`src/rtl/alu_cmd_issuer.sv`:
```
// alu_cmd_issuer: buffers ALU commands in a FIFO, issues them to an external ALU,
// waits LAT cycles for it to settle and returns the captured result.
module alu_cmd_issuer #(
   parameter int W     = 8,
   parameter int DEPTH = 4,
   parameter int LAT   = 1
) (
   input  logic         clk,
   input  logic         rst,
   input  logic         cmd_valid,
   output logic         cmd_ready,
   input  logic [W-1:0] cmd_a,
   input  logic [W-1:0] cmd_b,
   input  logic [1:0]   cmd_op,
   output logic [W-1:0] alu_a,
   output logic [W-1:0] alu_b,
   output logic [1:0]   alu_opcode,
   input  logic [W-1:0] alu_out,
   output logic         rsp_valid,
   input  logic         rsp_ready,
   output logic [W-1:0] rsp_data,
   output logic [1:0]   rsp_op,
   output logic         busy,
   output logic [7:0]   done_count
);
   localparam int AW = $clog2(DEPTH);
   localparam int EW = 2 * W + 2;
   typedef enum logic [1:0] {IDLE, WAIT, RESP} state_t;
   state_t          state;
   logic [EW-1:0]   mem [DEPTH];
   logic [AW-1:0]   wptr, rptr;
   logic [AW:0]     count;
   logic [3:0]      settle;
   logic            push, pop;
   assign cmd_ready = count != (AW + 1)'(DEPTH);
   assign push      = cmd_valid && cmd_ready;
   assign pop       = state == IDLE && count != '0;
   assign busy      = state != IDLE || count != '0;
   // storage carries no reset; occupancy and pointers define what is valid
   always_ff @(posedge clk)
      if (push) mem[wptr] <= {cmd_a, cmd_b, cmd_op};
   always_ff @(posedge clk) begin
      if (rst) begin
         state      <= IDLE;
         wptr       <= '0;
         rptr       <= '0;
         count      <= '0;
         settle     <= '0;
         alu_a      <= '0;
         alu_b      <= '0;
         alu_opcode <= '0;
         rsp_valid  <= 1'b0;
         rsp_data   <= '0;
         rsp_op     <= '0;
         done_count <= '0;
      end else begin
         if (push) wptr <= wptr + 1'b1;
         if (pop) rptr <= rptr + 1'b1;
         if (push && !pop) count <= count + 1'b1;
         else if (pop && !push) count <= count - 1'b1;
         case (state)
            IDLE: if (pop) begin
               {alu_a, alu_b, alu_opcode} <= mem[rptr];
               settle <= 4'(LAT);
               state  <= WAIT;
            end
            WAIT: begin
               settle <= settle - 1'b1;
               if (settle == 4'd1) begin
                  rsp_data  <= alu_out;
                  rsp_op    <= alu_opcode;
                  rsp_valid <= 1'b1;
                  state     <= RESP;
               end
            end
            RESP: if (rsp_ready) begin
               rsp_valid  <= 1'b0;
               done_count <= done_count + 1'b1;
               state      <= IDLE;
            end
            default: state <= IDLE;
         endcase
      end
   end
endmodule
```
`config.mk`:
```
export PLATFORM = sky130hd
export DESIGN_NAME = alu_cmd_issuer
export DESIGN_NICKNAME = d
export VERILOG_FILES = /design/src/rtl/alu_cmd_issuer.sv
export SDC_FILE = /design/constraint.sdc
export NUM_CORES = 1
export LEC_CHECK = 0
export ABC_AREA = 1
export CORE_ASPECT_RATIO = 0.8
export CORE_MARGIN = 2
export CORE_UTILIZATION = 54
export CTS_BUF_LIST = sky130_fd_sc_hd__clkbuf_16
export DETAILED_ROUTE_END_ITERATION = 8
export PLACE_DENSITY_LB_ADDON = 0.25
export SLEW_MARGIN = 20
export SYNTH_ARGS = -nofsm -noshare
export SYNTH_HDL_FRONTEND = slang
export SYNTH_SLANG_ARGS = --single-unit
```
`constraint.sdc`:
```
create_clock -name clk -period 2.3 [get_ports clk]
set_input_delay 0.345 -clock clk [delete_from_list [all_inputs] [get_ports clk]]
set_output_delay 0.345 -clock clk [all_outputs]
set_load 0.01 [all_outputs]
```
==> results of run 1 <==
cell type report:
| type | count | area, sq um |
|---|---|---|
| fillers | 603 | 2370 |
| clock inverters | 15 | 148 |
| clock buffers | 17 | 425 |
| well taps | 112 | 140 |
| inverters | 31 | 116 |
| repair buffers | 83 | 806 |
| multi-input cells | 310 | 1460 |
| flip-flops and latches | 122 | 3160 |
placed cells by master (no fill, tap or decap), types with 2 or more instances in the layout:
master / instances
clkbuf_16: 17
a21oi_1: 16
clkinv_1: 2
nor2_1: 147
inv_2: 5
o21ai_0: 45
edfxtp_1: 72
o21ai_1: 29
buf_4: 14
clkinv_2: 3
xor2_1: 2
nor2_4: 3
nand4_1: 5
bufinv_16: 3
dfxtp_1: 50
nand2_1: 38
inv_1: 31
nand3_1: 7
nor2_2: 2
clkdlybuf4s50_1: 68
ha_1: 8
through the flow:
stage	util [%]	worst slack, ps	power (uW)	std cells
after floorplan	-	371	4680	485
final	72.5	305	8140	690
after global placement	65.9	308	5480	658
after global routing	72.5	210	8600	690
after CTS	72.5	287	8180	690
after detailed placement	65.9	261	5590	658
worst max path at each step:
stage                            end  slack [ps]  depth (start not counted)
2_1_floorplan    mem[0][0]$_DFFE_PP_         370                          4
3_3_place_gp   count[2]$_SDFFE_PP0P_         310                         10
3_5_place_dp   count[2]$_SDFFE_PP0P_         260                         10
4_1_cts                         busy         290                          3
5_1_grt                         busy         210                          3
6_report                        busy         310                          3
layer usage:
metal / part of all wire (%) / global-route usage, % / wire [um]
met5: 0 / 0 / 0
met4: 1.1 / 9.20 / 109
met3: 5.3 / 6.63 / 553
met2: 50 / 36.9 / 5140
met1: 44 / 29.1 / 4560
power breakdown:
group / switching [uW] / leakage (uW) / internal, uW
Sequential: 219 / 0.00107 / 2760
Combinational: 1560 / 0.00107 / 1040
Clock: 894 / 0.000298 / 1670
Total: 2670 / 0.00244 / 5470
state kept, by name, indices dropped and copies added, names as in the netlist:
signal and flops:
alu_a 8, alu_b 8, alu_opcode 2, count 3
done_count 8, mem 72, rptr 2, rsp_data 8
rsp_op 2, rsp_valid 1, settle 4, state 2
wptr 2
cells by family after synthesis:
family          after synthesis  synth area share [%]
compound gates               91                  9.38
xor+xnor                      2                 0.359
fa+ha+maj                     9                  2.46
buf+inv                      53                  5.23
flops                       122                  64.8
simple gates                208                  17.7
worst max-delay path, stage by stage, from the launching register on:
cell	delay (ps)
dfxtp_1	500
nor2_2	100
nand4_1	100
clkdlybuf4s50_1	540
==> qor.yml, run 1 <==
synth_top_area_share_pct: 44.3
clock-sinks: 122
p_leak_uw: 0.00244
gr-total-overflow: 0
r2r_start: "count[1]$_SDFFE_PP0P_"
cp_data_arrival_time_ps: 1650
yosys_warnings: 0
cts.reportedPaths.clkPinSlew_ps: 50
post_cts_resized: 0
dpl-instance-area_sq_um: 5690
report.final.slew_viol_count: 0
vias: 3549
drt_pre_antenna_iters: 4
nNetsFinal: 604
worstSetupPathType: "flop to output port"
min_from: "rsp_valid$_SDFFE_PP0P_"
holdPathStages: 2
first_global_vias: 3442
vdd_drop_max_v: 0.00108
synth_fp_nets: 524
port-buffer-count: 68
grt_max_degree: 38
ant_nets: 0
min_path_type: "flop to flop"
reg2reg_to: "count[2]$_SDFFE_PP0P_"
worst-slew-pin-transition_ps: 453
synth_common_cells: "147 x nor2_1, 72 x edfxtp_1, 50 x dfxtp_1"
startpoint_type: "flop"
rsz0062_at_grt: "false"
synthToLayoutAreaGrowth_pct: 28.3
root_buffer: "clkbuf_16"
synth.top_cells.by_area: "edfxtp_1 44%, dfxtp_1 21%, nor2_1 11%"
initial_core_util_pct: 56.5
design_area_sq_um: 6260
fin_hold_ws_ps: 489
die-area_sq_um: 9820
seq_area_frac_synth_pct: 64.8
via_per_inst: 5.14
yosysMostFrequentCell: "nor2_1"
synth_edf_count: 72
num_antenna_cells: 0
setup_violations: 0
slew_headroom_pct: 69.8
synth_cell_types: 28
drt-wirelength-per-cell_um: 15.0
first_iter_violations: 229
syn_avg_cell_area_sq_um: 10.1
min_to: "rsp_valid$_SDFFE_PP0P_"
htree_levels: 4
min_period_ps: 1990
finalClockSkew_ps: 12.3
die_y_um: 89.0
track_usage_pct: 22.8
core_sq_um: 8630
crit_path_end_kind: "output port"
io-pin-count: 69
cts_setup_buffers: 0
critPathLaunch: "state[1]$_SDFFE_PP0P_"
timing.final.crit_share_pct: 86.7
cts_max_path_buffers: 2
cts_hold_buf: 0
async_reset_ff_share_pct: 0
r2r_cells: 11
routed_wl_um: 10400
gp_congestion: 0.806
die_w_um: 110
rows: 30
power.density_nw_per_um2: 1300
tns_ps: 0
rrSetupSlack_ps: 460
finalHoldViolations: 0
critPathMaxFanout: 5
synth_cells: 485
grt_pass1_wl_um: 16500
netlist_area_sq_um: 4880
layout-drive-gt1-share_pct: 9.17
clkLatencyLatePin_ps: 410
critPathRequiredTime_ps: 1960
fmax_ghz: 0.501
dpl.hpwl_um: 6400
cts_buffers: 17
cts_tree: "done"
synth_top_cell_by_area: "edfxtp_1"
antenna_found_initial: 0
drc_errors: 0
maxCapViolations: 0
status: "complete, no violations"
synth-main-ff-cell: "edfxtp_1"
yosys_register_bits: 122
Note: power is estimated with default switching activity, not from simulation.
==> run 2, diff against run 1 <==
--- a/config.mk
+++ b/config.mk
@@ -8,8 +8,9 @@
 export ABC_AREA = 1
 export CORE_ASPECT_RATIO = 0.8
 export CORE_MARGIN = 2
-export CORE_UTILIZATION = 54
+export CORE_UTILIZATION = 55
 export CTS_BUF_LIST = sky130_fd_sc_hd__clkbuf_16
+export CTS_CLUSTER_SIZE = 8
 export DETAILED_ROUTE_END_ITERATION = 8
 export PLACE_DENSITY_LB_ADDON = 0.25
 export SLEW_MARGIN = 20
==> constraint.sdc (replaced) <==
create_clock -name clk -period 2.35 [get_ports clk]
set_input_delay 0.3525 -clock clk [delete_from_list [all_inputs] [get_ports clk]]
set_output_delay 0.3525 -clock clk [all_outputs]
set_load 0.01 [all_outputs]
==> run 2 against run 1 <==
Net effect:
- final cell count is 0.14% higher
- largest power group unchanged
- routed wire length is 2.5% higher
- die area is 1.7% lower
- clock power is 8.2% lower
- worst hold slack worse by 22 ps
- sequential power is 2% lower
- non-clock buffer count is 1 higher
- flip-flop and latch count stayed put
- clock skew is 1.1 ps higher
- clock-buffer cell count is 1 higher
- final area is 0.62% lower
- sequential share of layout area is 0.31 points higher
==> qor.yml, run 2 (synthesized netlist as in run 1, its figures left out) <==
gr-total-overflow: 0  # unchanged
n_fill_cell: 580  # -3.8%
nNetsFinal: 605  # +0.17%
cts_setup_buffers: 0  # unchanged
die_y_um: 88.2  # -0.88%
top_register: "mem"
startpoint_type: "flop"
cts_tree: "done"
holdPathStages: 2  # unchanged
status: "complete, no violations"
htree_levels: 4  # unchanged
setup_violations: 0  # unchanged
power.density_nw_per_um2: 1260  # -3.3%
post-place-ws_ps: 301  # +39.7 ps
finalHoldViolations: 0  # unchanged
r2r_cells: 12  # +1
min_path_type: "flop to flop"
p_leak_uw: 0.00242  # -0.69%
cp_data_arrival_time_ps: 1610  # -40 ps
tns_ps: 0  # unchanged
worst-slew-pin-transition_ps: 451  # -1.54 ps
vdd_drop_max_v: 0.000722  # -33%
core_sq_um: 8560  # -0.87%
critPathRequiredTime_ps: 2000  # +40 ps
final_cell_mix: "147 x nor2_1, 72 x edfxtp_1, 68 x clkdlybuf4s50_1, 50 x dfxtp_1, 45 x o21ai_0"
crit_path_end_kind: "output port"
vias: 3620  # +2.0%
antenna_found_initial: 0  # unchanged
cp_cell_sequence: "nor2_2, nand4_1, clkdlybuf4s50_1"
regArea_sq_um: 3160  # unchanged
rsz0062_at_grt: "false"
grt_max_degree: 38  # unchanged
first_iter_violations: 260  # +14%
track_usage_pct: 24.4  # +1.7 points
min_period_ps: 1960
synthToLayoutAreaGrowth_pct: 27.5
cts.reportedPaths.clkPinSlew_ps: 50  # about the same
rows: 30  # unchanged
post_cts_resized: 0  # unchanged
die-area_sq_um: 9650  # -1.7%
largest_reg_flops: 72  # unchanged
slowest_delay_ps: 540  # about the same
slowest_stage: "clkdlybuf4s50_1"
multiInputGateArea_sq_um: 1460  # unchanged
cts_hold_buf: 0  # unchanged
die_w_um: 109  # -0.88%
dpl.hpwl_um: 6640  # +3.8%
drt_pre_antenna_iters: 5  # +1
drc_errors: 0  # unchanged
io-pin-count: 69  # unchanged
maxCapViolations: 0  # unchanged
fin_ws_ps: 392  # +86.4 ps
via_per_inst: 5.24  # +1.9%
root_buffer: "clkbuf_16"
grt_pass1_wl_um: 17100  # +3.6%
cts_buffers: 17  # unchanged
layout-drive-gt1-share_pct: 9.50  # +0.33 points
timing.final.crit_share_pct: 83.3
fmax_ghz: 0.511
clkLatencyLatePin_ps: 420  # about the same
ant_nets: 0  # unchanged
clock-sinks: 122  # unchanged
worstSetupPathType: "flop to output port"
drt-wirelength-per-cell_um: 15.4  # +2.3%
critPathMaxFanout: 5  # unchanged
first_global_vias: 3509  # +1.9%
initial_core_util_pct: 57.0  # +0.50 points
layout_commonest_cell: "nor2_1"
routed_wl_um: 10600  # +2.5%
gp_congestion: 0.734  # -9.0%
finalClockSkew_ps: 13.4  # +1.15 ps
report.final.slew_viol_count: 0  # unchanged
slew_headroom_pct: 69.9  # +0.10 points
num_antenna_cells: 0  # unchanged
cts_max_path_buffers: 2  # unchanged
port-buffer-count: 68  # unchanged
==> run 2: path summary, 6_finish.rpt <==
kind | from | end | slack (ps)
max reg2reg | count[1]$_SDFFE_PP0P_ | count[2]$_SDFFE_PP0P_ | 550
min | rsp_valid$_SDFFE_PP0P_ | rsp_valid$_SDFFE_PP0P_ | 470
min reg2reg | rsp_valid$_SDFFE_PP0P_ | rsp_valid$_SDFFE_PP0P_ | 470
max | state[1]$_SDFFE_PP0P_ | busy | 390
==> run 2: layout make-up <==
| cell class | count | area share [%] |
|---|---|---|
| multi-input cells | 310 | 23.5 |
| well taps | 112 | 2.25 |
| clock buffers | 18 | 7.24 |
| repair buffers | 84 | 12.9 |
| clock inverters | 14 | 1.43 |
| inverters | 31 | 1.87 |
| flip-flops and latches | 122 | 50.8 |
==> run 2: report_power, final <==
part / internal [uW] / switching [uW] / total, uW
logic: 1020 / 1540 / 2560
clock network: 1480 / 879 / 2350
registers: 2700 / 210 / 2910
==> run 2: critical path: cells and delay by family, from the launching register on <==
kind | cells | cell delay, ps
flip-flops | 1 | 480
AND/OR/NAND/NOR | 2 | 180
buffers and inverters | 1 | 540
==> run 2: per-layer routing <==
layer	part of all wire, %	global-route usage, %	vias to the layer above
li1	-	-	1777
met4	1.2	9.78	0
met5	0	0	-
met1	42	30.7	1714
met3	6.8	7.51	9
met2	50	40.1	120
==> run 2: per-stage QoR <==
| stage | util [%] | instances | total power [uW] | hold WS (ps) | area (sq um) |
|---|---|---|---|---|---|
| 3_5_place_dp | 66.4 | 659 | 5500 | 467 | 5680 |
| 5_1_grt | 72.7 | 691 | 8310 | 506 | 6220 |
| 4_1_cts | 72.7 | 691 | 7870 | 478 | 6220 |
| 2_1_floorplan | - | 485 | 4580 | 451 | 4880 |
| 3_3_place_gp | 66.4 | 659 | 5370 | 463 | 5680 |
| 6_report | 72.7 | 691 | 7820 | 468 | 6220 |
